**src/rtl/count_sequencer.sv**
```systemverilog
// Purpose: run controller that gates the counter datapath with a clear strobe and a periodic count enable.
// Latency: all outputs registered; commands sampled at an edge take effect on the outputs one cycle later.
// Backpressure: none; start/stop/step are single-cycle strobes, and any strobe not valid in the current state is dropped.
//
// Ports:
//   clk     - system clock, rising edge
//   rst     - synchronous reset, active low
//   start   - begin a run from IDLE/DONE (latches div/len), resume from PAUSE
//   stop    - RUN -> PAUSE, PAUSE/DONE -> IDLE; highest priority
//   step    - in PAUSE only: issue a single enable pulse
//   div     - tick period minus one (period = div+1 cycles)
//   len     - enable pulses per run, 0 = free-run
//   cnt_clr - one-cycle clear to the counter datapath at run start
//   cnt_en  - one-cycle count enable to the counter datapath
//   busy    - high in RUN or PAUSE
//   done    - high in DONE
//   state   - IDLE=00, RUN=01, PAUSE=10, DONE=11
//   pulses  - cnt_en pulses issued since the last clear
module count_sequencer #(
    parameter int DIV_W = 4,
    parameter int LEN_W = 8
) (
    input  logic             clk,
    input  logic             rst,
    input  logic             start,
    input  logic             stop,
    input  logic             step,
    input  logic [DIV_W-1:0] div,
    input  logic [LEN_W-1:0] len,
    output logic             cnt_clr,
    output logic             cnt_en,
    output logic             busy,
    output logic             done,
    output logic [1:0]       state,
    output logic [LEN_W-1:0] pulses
);

    typedef enum logic [1:0] {
        IDLE  = 2'b00,
        RUN   = 2'b01,
        PAUSE = 2'b10,
        DONE  = 2'b11
    } state_t;

    state_t           state_q, state_n;
    logic [DIV_W-1:0] psc_q, psc_n;
    logic [DIV_W-1:0] div_q, div_n;
    logic [LEN_W-1:0] len_q, len_n;
    logic [LEN_W-1:0] pulses_q, pulses_n;
    logic [LEN_W-1:0] pulses_inc;
    logic             launch;
    logic             pulse;
    logic             tick;

    // Free-run wraps naturally through the LEN_W-bit adder.
    assign pulses_inc = pulses_q + LEN_W'(1);
    assign tick       = (psc_q == div_q);

    always_comb begin
        state_n  = state_q;
        psc_n    = psc_q;
        div_n    = div_q;
        len_n    = len_q;
        pulses_n = pulses_q;
        launch   = 1'b0;
        pulse    = 1'b0;

        case (state_q)
            IDLE: begin
                // stop is meaningless in IDLE, so it does not mask start here.
                if (start) begin
                    launch = 1'b1;
                end
            end
            RUN: begin
                // stop wins over a tick on the same edge: prescaler and
                // pulse count freeze so the phase survives the pause.
                if (stop) begin
                    state_n = PAUSE;
                end else if (tick) begin
                    psc_n = '0;
                    pulse = 1'b1;
                end else begin
                    psc_n = psc_q + DIV_W'(1);
                end
            end
            PAUSE: begin
                if (stop) begin
                    state_n = IDLE;
                end else if (start) begin
                    state_n = RUN;
                end else if (step) begin
                    pulse = 1'b1;
                end
            end
            DONE: begin
                if (stop) begin
                    state_n = IDLE;
                end else if (start) begin
                    launch = 1'b1;
                end
            end
            default: begin
                state_n = IDLE;
            end
        endcase

        if (launch) begin
            div_n    = div;
            len_n    = len;
            pulses_n = '0;
            psc_n    = '0;
            state_n  = RUN;
        end

        // Shared by RUN ticks and PAUSE steps: the pulse that reaches the
        // programmed length moves to DONE on the same edge, so done and
        // the final cnt_en rise together.
        if (pulse) begin
            pulses_n = pulses_inc;
            if ((len_q != '0) && (pulses_inc == len_q)) begin
                state_n = DONE;
            end
        end
    end

    always_ff @(posedge clk) begin
        if (!rst) begin
            state_q  <= IDLE;
            psc_q    <= '0;
            div_q    <= '0;
            len_q    <= '0;
            pulses_q <= '0;
            cnt_clr  <= 1'b0;
            cnt_en   <= 1'b0;
            busy     <= 1'b0;
            done     <= 1'b0;
        end else begin
            state_q  <= state_n;
            psc_q    <= psc_n;
            div_q    <= div_n;
            len_q    <= len_n;
            pulses_q <= pulses_n;
            cnt_clr  <= launch;
            cnt_en   <= pulse;
            busy     <= (state_n == RUN) || (state_n == PAUSE);
            done     <= (state_n == DONE);
        end
    end

    assign state  = state_q;
    assign pulses = pulses_q;

endmodule

```
**config.mk**
```make
export PLATFORM = sky130hd
export DESIGN_NAME = count_sequencer
export DESIGN_NICKNAME = d
export VERILOG_FILES = /design/src/rtl/count_sequencer.sv
export SDC_FILE = /design/constraint.sdc
export NUM_CORES = 1
export LEC_CHECK = 0
export BUFFER_PORTS_ARGS = -buffer_cell sky130_fd_sc_hd__clkbuf_2
export CORE_MARGIN = 4
export CORE_UTILIZATION = 55
export DETAILED_ROUTE_END_ITERATION = 7
export GPL_ROUTABILITY_DRIVEN = 0
export PLACE_DENSITY = 0.79
export SYNTH_ARGS = -nofsm -noshare
export SYNTH_HDL_FRONTEND = slang
export SYNTH_SLANG_ARGS = --single-unit
```
**constraint.sdc**
```tcl
create_clock -name clk -period 3.3 [get_ports clk]
set_input_delay 0.825 -clock clk [delete_from_list [all_inputs] [get_ports clk]]
set_output_delay 0.825 -clock clk [all_outputs]
set_load 0.005 [all_outputs]
```
==> flow_metrics.py, run 1 <==
metrics = {
    "clock_network": {
        "cts_tree": "done",
        "clk_latency_ps": 330,
        "cts_setup_buffers": 0,
        "clock_sinks": 30,
        "cts_resized": 0,
        "clkSlewWorstSetupHoldPaths_ps": 100,
        "cts_root_buf": "clkbuf_4",
        "cts_inserted_buffers": 5,
        "cts_hold_buffers": 0,
        "clock_path_buffers": 2,
        "htreeDepth": 2,
    },
    "hold_path": {
        "whs_path_depth": 2,
        "worst_hold_path_type": "reg -> reg",
    },
    "worst_setup_path": {
        "max_stage_delay_ps": 440,
        "crit_top_cell": "ha_1",
        "crit_path_start_kind": "register",
        "worst-setup-path-type": "reg -> reg",
        "critical_path_depth": 9,
        "cpMaxStageDelayCell": "dfxtp_1",
        "worst_setup_path_end_kind": "register",
        "reg2reg_depth": 9,
        "required_ps": 3540,
        "worstPathCellList": "inv_1 > ha_1 > nand2_1 > nor3_1 > a21o_1 > o221ai_1 > o21ai_1 > ha_1 > and2_1",
        "crit_family": "compound AO/OA/AOI/OAI gates",
        "path_buf_inv": 1,
        "worstPathMaxFanout": 10,
        "arrival_ps": 2690,
    },
    "timing": {
        "whs_ps": 472,
        "max_slew_margin_pct": 54.5,
        "fmax_mhz": 408,
        "setup-violations-final": 0,
        "tightest_slew_ps": 681,
        "maxSlewViolCount": 0,
        "finalSetupTns_ps": 0,
        "rsz0062_at_grt": "no",
        "fin_skew_ps": 10.6,
        "post-route-min-period_ps": 2450,
        "worst_slack_ps": 848,
        "finalCritPeriodShare_pct": 74.3,
        "finalHoldViolCount": 0,
    },
    "drt": {
        "via_count": 1457,
        "post-route-drc-count": 0,
        "vias_per_cell": 5.42,
        "drt_first_pass_iters": 4,
        "first_iter_violations": 78,
        "detail-route-antenna-nets": 0,
        "routed_wl_mm": 3.25,
        "avgRoutedWirePerCell_um": 12.1,
    },
    "pwr": {
        "power.clock.fraction_pct": 31.4,
        "power.share.sequential_pct": 54.1,
        "power.density_mw_per_mm2": 389,
        "ir_worst_vdd_uv": 253,
        "sw_frac_of_total_pct": 27.4,
        "combPwrFrac_pct": 14.5,
        "power.net_switching_uw": 198,
        "cellLeakagePower_uw": 0.000754,
        "internal_power_uw": 525,
    },
    "grt": {
        "grt_usage_pct": 17.9,
        "grt_overflow": 0,
        "grt_max_degree": 25,
        "grt_first_pass_wirelength_mm": 5.75,
        "grt_pass1_vias": 1275,
        "antenna_found_initial": 0,
    },
    "placement": {
        "place.port_buffers": 30,
        "pre_cts_slack_ps": 616,
        "place_hpwl_mm": 2.44,
    },
    "floorplan": {
        "die_w_um": 63.1,
        "die_area_mm2": 0.00398,
        "coreArea_mm2": 0.00283,
        "row_count": 19,
        "io_pins": 31,
        "start_util_pct": 59.0,
        "die_h_um": 63.1,
    },
    "synth": {
        "ys_seq_area_share_pct": 36.0,
        "synth_top_flop_cell": "dfxtp_1",
        "synth-edff-count": 0,
        "ys_warn_count": 0,
        "synth.avg_cell_area_um2": 7.94,
        "async_flop_share_pct": 0,
        "synth_cell_type_count": 39,
        "synth_seq_cells": 30,
        "syn-num-nets": 235,
        "syn_area_mm2": 0.00167,
        "synth_cells": 210,
    },
    "finish": {
        "syn2layout_area_growth_pct": 11.6,
        "nets": 262,
        "drive_gt1_share_pct": 18.5,
        "antennaDiodeCount": 0,
        "fin_util_pct": 65.8,
    },
    "job": {
        "cap_violations": 0,
    },
    "run_status": {
        "outcome": "finished clean",
    },
}
==> cells in the mapped netlist (3+ instances only) <==
master | n | area [um^2]
o21ai_1 | 6 | 30.0
or3_1 | 6 | 37.5
xnor2_1 | 7 | 61.3
nand2_1 | 33 | 124
nand3b_1 | 3 | 22.5
and2_1 | 4 | 25.0
nor3_1 | 5 | 25.0
xor2_1 | 9 | 78.8
a21oi_1 | 20 | 100
buf_2 | 5 | 25.0
o21ai_0 | 3 | 15.0
dfxtp_1 | 30 | 601
nor2_1 | 14 | 52.6
ha_1 | 8 | 100
nor2b_1 | 4 | 25.0
clkbuf_1 | 4 | 15.0
nand3_1 | 13 | 65.1
inv_1 | 6 | 22.5
a31oi_1 | 4 | 25.0
==> power by group through the flow <==
stage / registers, uW / logic [uW] / clock network [uW]
5_1_grt: 394 / 121 / 254
3_3_place_gp: 400 / 105 / 0
3_5_place_dp: 400 / 105 / 0
2_1_floorplan: 397 / 78.6 / 0
4_1_cts: 391 / 106 / 236
6_report: 391 / 105 / 227
==> state kept, by name (all words and copies together) (netlist names) <==
signal and count:
div_q 4, cnt_en 1, len_q 8, cnt_clr 1, pulses 8, psc_q 4, state 2, done 1
busy 1
==> through the flow <==
stage	cells	area (um^2)	power [uW]
floorplan	210	1670	476
global placement	261	1800	504
detailed placement	261	1800	505
CTS	269	1860	733
global route	269	1860	769
finish	269	1860	723
==> cell usage in the layout, fill, tap and decap left out, types with 3 or more instances in the layout <==
cell type   n
a21oi_1    20
a31oi_1     4
and2_1      4
clkbuf_2   30
clkbuf_4    5
dfxtp_1    30
ha_1        8
inv_1       6
nand2_1    33
nand3_1    13
nand3b_1    3
nor2_1     14
nor2b_1     4
nor3_1      5
o21ai_0     3
o21ai_1     6
or3_1       6
xnor2_1     7
xor2_1      9
==> layout make-up <==
type	instances	area, um^2
Clock buffer	7	55.1
Clock inverter	1	5.00
Fill cell	258	967
Inverter	7	26.3
Multi-Input combinational cell	162	978
Sequential cell	30	601
Tap cell	31	38.8
Timing Repair Buffer	31	158
==> metal layers <==
layer  GRT usage (%)  share of wire, %
met1            26.2                52
met2            24.1                42
met3            6.04               5.1
met4            5.79               1.4
met5               0                 0
==> kinds of logic (layout without fill, tap and decap cells) <==
kind of cell / count (synthesis) / count (layout) / synth area share (%)
buffers and inverters: 18 / 46 / 5.33
AND/OR/NAND/NOR: 92 / 92 / 27.1
XOR/XNOR: 16 / 16 / 8.40
AO/OA/AOI/OAI: 44 / 44 / 16.0
adder cells (fa/ha/maj): 8 / 8 / 6.00
multiplexers: 2 / 2 / 1.20
flip-flops: 30 / 30 / 36.0
==> path summary, 6_finish.rpt <==
kind | from | endpoint | slack, ps
worst max-delay path | state[0] | busy | 850
worst min-delay path | div_q[2] | div_q[2] | 470
worst max register to register | state[0] | busy | 850
worst min register to register | div_q[2] | div_q[2] | 470
==> tightest hold or removal path: cells and delay by family, from the launching register on <==
family	cells	cell delay (ps)
flops	1	330
simple gates	1	50
compound gates	1	50
(Power assumes the default switching activity.)
==> inputs of run 2 (changes only) <==
==> constraint.sdc (replaced) <==
create_clock -name clk -period 2.5 [get_ports clk]
set_input_delay 0.625 -clock clk [delete_from_list [all_inputs] [get_ports clk]]
set_output_delay 0.625 -clock clk [all_outputs]
set_load 0.005 [all_outputs]
==> flow_metrics.py, run 2 (synthesized netlist as in run 1, its figures left out) <==
metrics = {
    "hold_path": {
        "worst_hold_path_type": "reg -> reg",
        "hold_start": "div_q[0]",
        "whs_path_depth": 2,
        "min_to": "div_q[0]",
    },
    "clock_network": {
        "clock_path_buffers": 2,
        "clkSlewWorstSetupHoldPaths_ps": 100,
        "clock_sinks": 30,
        "cts_inserted_buffers": 5,
        "clk_latency_ps": 340,
        "cts_root_buf": "clkbuf_4",
        "cts_hold_buffers": 0,
        "cts_setup_buffers": 0,
        "cts_tree": "done",
        "cts_resized": 0,
        "htreeDepth": 2,
    },
    "floorplan": {
        "die_area_mm2": 0.00398,
        "row_count": 19,
        "die_h_um": 63.1,
        "start_util_pct": 59.0,
        "die_w_um": 63.1,
        "io_pins": 31,
        "coreArea_mm2": 0.00283,
    },
    "timing": {
        "max_slew_margin_pct": 65.5,
        "finalCritPeriodShare_pct": 87.0,
        "tightest_slew_ps": 518,
        "fin_skew_ps": 9.68,
        "finalHoldViolCount": 0,
        "post-route-min-period_ps": 2170,
        "finalSetupTns_ps": 0,
        "rsz0062_at_grt": "no",
        "setup-violations-final": 0,
        "worst_slack_ps": 326,
        "fmax_mhz": 460,
        "maxSlewViolCount": 0,
    },
    "drt": {
        "routed_wl_mm": 3.48,
        "vias_per_cell": 5.55,
        "first_iter_violations": 69,
        "avgRoutedWirePerCell_um": 12.7,
        "drt_first_pass_iters": 4,
        "detail-route-antenna-nets": 0,
        "via_count": 1516,
        "post-route-drc-count": 0,
    },
    "worst_setup_path": {
        "crit_path_start_kind": "register",
        "reg2reg_depth": 9,
        "crit_top_cell": "ha_1",
        "required_ps": 2750,
        "reg2reg_slack_ps": 330,
        "max_stage_delay_ps": 440,
        "arrival_ps": 2420,
        "reg2reg_from": "state[0]",
        "r2r_end": "busy",
        "cpMaxStageDelayCell": "dfxtp_1",
        "worstPathMaxFanout": 6,
        "worst_setup_path_end_kind": "register",
        "worstPathCellList": "inv_1 > ha_1 > nand2_1 > nor3_1 > a21o_1 > o221ai_1 > o21ai_1 > ha_1 > and2_1",
        "worst-setup-path-type": "reg -> reg",
    },
    "run_status": {
        "outcome": "finished clean",
    },
    "finish": {
        "final_cell_mix": "nand2_1 (33), dfxtp_1 (30), clkbuf_2 (30), a21oi_1 (20), nor2_1 (14)",
        "final_common_cell": "nand2_1",
        "fillers": 227,
        "drive_gt1_share_pct": 20.2,
        "nets": 266,
        "syn2layout_area_growth_pct": 13.7,
        "antennaDiodeCount": 0,
    },
    "grt": {
        "grt_overflow": 0,
        "grt_first_pass_wirelength_mm": 6.08,
        "antenna_found_initial": 0,
        "grt_pass1_vias": 1335,
        "grt_max_degree": 25,
        "grt_usage_pct": 18.9,
    },
    "placement": {
        "pre_cts_slack_ps": 337,
        "place_hpwl_mm": 2.54,
        "place.port_buffers": 30,
    },
    "pwr": {
        "cellLeakagePower_uw": 0.000774,
        "power.density_mw_per_mm2": 514,
        "ir_worst_vdd_uv": 380,
    },
    "job": {
        "cap_violations": 0,
    },
}
[run 2: cell count changes in the layout (fill, tap and decap cells not counted)]
cell	change
buf_4	+4
clkinvlp_4	+1
clkbuf_1	-1
[run 2: where the power goes]
group | internal, uW | switching [uW] | total [uW]
combinational | 61.8 | 83.0 | 145
sequential | 498 | 19.0 | 517
clock | 135 | 178 | 313
[run 2: worst max-delay path by stage]
stage / start / to
final: state[0] / busy
after global routing: state[0] / busy
after CTS: state[0] / busy
after detailed placement: state[0] / busy
after global placement: start / busy
after floorplan: state[1] / busy
[run 2: metal layers]
layer | GRT usage (%) | vias to the layer above | part of all wire [%]
met5 | 0 | - | 0
met4 | 6.61 | 0 | 1.4
met2 | 27.0 | 41 | 44
met1 | 26.8 | 678 | 49
met3 | 5.68 | 7 | 5.5
li1 | - | 790 | -
[run 2: cell type report]
cell class | count | area [um^2] | area share (%)
clock inverter | 2 | 12.5 | 0.660
multi-input combinational | 162 | 978 | 51.6
inverter | 7 | 26.3 | 1.39
clock buffer | 6 | 51.3 | 2.71
timing repair buffer | 35 | 188 | 9.90
tap | 31 | 38.8 | 2.05
sequential | 30 | 601 | 31.7
[run 2: stage by stage]
step	area [um^2]	total power [uW]	cells	hold slack [ps]	utilization (%)
after floorplan	1670	628	210	448	-
after global placement	1830	671	265	460	64.8
after detailed placement	1830	672	265	462	64.8
after CTS	1900	982	273	476	67.0
after global routing	1900	1030	273	489	67.0
final	1900	974	273	472	67.0
[run 2: critical path: cells and delay by family (launching register included)]
kind / cells / cell delay, ps
adder cells (fa/ha/maj): 2 / 570
buffers and inverters: 1 / 110
AO/OA/AOI/OAI: 3 / 500
flip-flops: 1 / 440
AND/OR/NAND/NOR: 3 / 450
==> inputs of run 3 (changes only) <==
--- a/config.mk
+++ b/config.mk
@@ -11,6 +11,7 @@
 export DETAILED_ROUTE_END_ITERATION = 7
 export GPL_ROUTABILITY_DRIVEN = 0
 export PLACE_DENSITY = 0.79
+export RECOVER_POWER = 50
 export SYNTH_ARGS = -nofsm -noshare
 export SYNTH_HDL_FRONTEND = slang
 export SYNTH_SLANG_ARGS = --single-unit
==> flow_metrics.py, run 3 (synthesized netlist as in run 1, its figures left out) <==
metrics = {
    "worst_setup_path": {
        "reg2reg_from": "pulses[0]",
        "endpoint": "busy",
        "required_ps": 2750,
        "arrival_ps": 2450,
        "crit_path_start_kind": "register",
        "max_stage_delay_ps": 360,
        "worstPathMaxFanout": 7,
        "worstPathCellList": "clkbuf_1 > nand3_1 > xnor2_1 > a2111oi_2 > o211ai_1 > o21ai_1 > ha_1 > and2_1",
        "cpMaxStageDelayCell": "dfxtp_1",
        "setup.worst_path.start": "pulses[0]",
        "worst_setup_path_end_kind": "register",
        "r2r_end": "busy",
        "reg2reg_slack_ps": 300,
        "worst-setup-path-type": "reg -> reg",
        "reg2reg_depth": 8,
    },
    "pwr": {
        "sw_frac_of_total_pct": 28.7,
        "power.clock.fraction_pct": 32.1,
        "power.share.sequential_pct": 53.2,
        "cellLeakagePower_uw": 0.000749,
        "combPwrFrac_pct": 14.7,
        "ir_worst_vdd_uv": 377,
        "internal_power_uw": 693,
        "power.net_switching_uw": 279,
        "power.density_mw_per_mm2": 516,
    },
    "clock_network": {
        "clk_latency_ps": 340,
        "clock_path_buffers": 2,
        "cts_tree": "done",
        "htreeDepth": 2,
        "clkSlewWorstSetupHoldPaths_ps": 100,
        "cts_inserted_buffers": 5,
        "cts_hold_buffers": 0,
        "cts_root_buf": "clkbuf_4",
        "cts_setup_buffers": 0,
        "cts_resized": 0,
        "clock_sinks": 30,
    },
    "grt": {
        "grt_pass1_vias": 1335,
        "grt_max_degree": 25,
        "grt_first_pass_wirelength_mm": 6.08,
        "antenna_found_initial": 0,
        "grt_overflow": 0,
        "grt_usage_pct": 18.9,
    },
    "hold_path": {
        "worst_hold_path_type": "reg -> reg",
    },
    "placement": {
        "place.port_buffers": 30,
        "place_hpwl_mm": 2.54,
        "dpl_cell_area_mm2": 0.00183,
    },
    "finish": {
        "final_cell_mix": "nand2_1 (33), dfxtp_1 (30), clkbuf_2 (24), a21oi_1 (20), nor2_1 (14)",
        "syn2layout_area_growth_pct": 13.0,
        "fin_area_mm2": 0.00188,
        "drive_gt1_share_pct": 17.4,
        "fillers": 231,
        "final_common_cell": "nand2_1",
        "nets": 266,
        "antennaDiodeCount": 0,
    },
    "floorplan": {
        "die_w_um": 63.1,
        "io_pins": 31,
        "die_h_um": 63.1,
        "start_util_pct": 59.0,
        "coreArea_mm2": 0.00283,
        "die_area_mm2": 0.00398,
        "row_count": 19,
    },
    "timing": {
        "finalHoldViolCount": 0,
        "maxSlewViolCount": 0,
        "finalCritPeriodShare_pct": 88.2,
        "whs_ps": 472,
        "fin_skew_ps": 9.65,
        "finalSetupTns_ps": 0,
        "rsz0062_at_grt": "no",
        "post-route-min-period_ps": 2200,
        "tightest_slew_ps": 522,
        "fmax_mhz": 454,
        "setup-violations-final": 0,
        "max_slew_margin_pct": 65.2,
    },
    "drt": {
        "first_iter_violations": 69,
        "routed_wl_mm": 3.48,
        "drt_first_pass_iters": 4,
        "post-route-drc-count": 0,
        "via_count": 1498,
        "avgRoutedWirePerCell_um": 12.7,
        "vias_per_cell": 5.49,
        "detail-route-antenna-nets": 0,
    },
    "run_status": {
        "outcome": "finished clean",
    },
    "job": {
        "cap_violations": 0,
    },
}
## run 3: cell types whose count changed in the layout (fill, tap and decap cells not counted), sizes merged
cell / change
clkbuf: +1
buf: -1
## run 3: stage by stage
stage	setup WS (ps)	power (uW)	util (%)	cells
3_3_place_gp	391	671	64.8	265
5_1_grt	93.3	1030	66.6	273
2_1_floorplan	299	628	-	210
4_1_cts	318	982	67.0	273
6_report	295	972	66.6	273
3_5_place_dp	337	672	64.8	265
## run 3: cell type report
class / instances / area, um^2 / share of cell area (%)
inverter: 7 / 26.3 / 1.39
timing repair buffer: 35 / 176 / 9.36
tap: 31 / 38.8 / 2.06
multi-input combinational: 162 / 978 / 51.9
clock buffer: 6 / 51.3 / 2.72
clock inverter: 2 / 12.5 / 0.664
sequential: 30 / 601 / 31.9
## run 3: power groups by stage
stage          Combinational, uW  Clock [uW]  Sequential, uW
2_1_floorplan                104           0             524
3_3_place_gp                 144           0             527
3_5_place_dp                 145           0             528
4_1_cts                      146         319             517
5_1_grt                      165         341             520
6_report                     143         312             517
## run 3: worst max-delay path, delay by kind of cell, from the launching register on
family | cells | cell delay, ps
AND/OR/NAND/NOR | 2 | 410
flip-flops | 1 | 360
XOR/XNOR | 1 | 210
buffers and inverters | 1 | 290
adder cells (fa/ha/maj) | 1 | 240
AO/OA/AOI/OAI | 3 | 610
## run 3: layer usage
layer | track usage [%] | share of wire (%)
met1 | 26.8 | 48
met2 | 27.0 | 44
met3 | 5.68 | 5.7
met4 | 6.61 | 1.4
met5 | 0 | 0
## run 3: how the worst min path moves through the flow
| stage | from | slack [ps] | depth (start not counted) | endpoint |
|---|---|---|---|---|
| after floorplan | div_q[0] | 450 | 2 | div_q[0] |
| after global placement | div_q[3] | 460 | 2 | div_q[3] |
| after detailed placement | div_q[0] | 460 | 2 | div_q[0] |
| after CTS | div_q[0] | 480 | 2 | div_q[0] |
| after global routing | div[0] | 490 | 3 | div_q[0] |
| final | div_q[0] | 470 | 2 | div_q[0] |
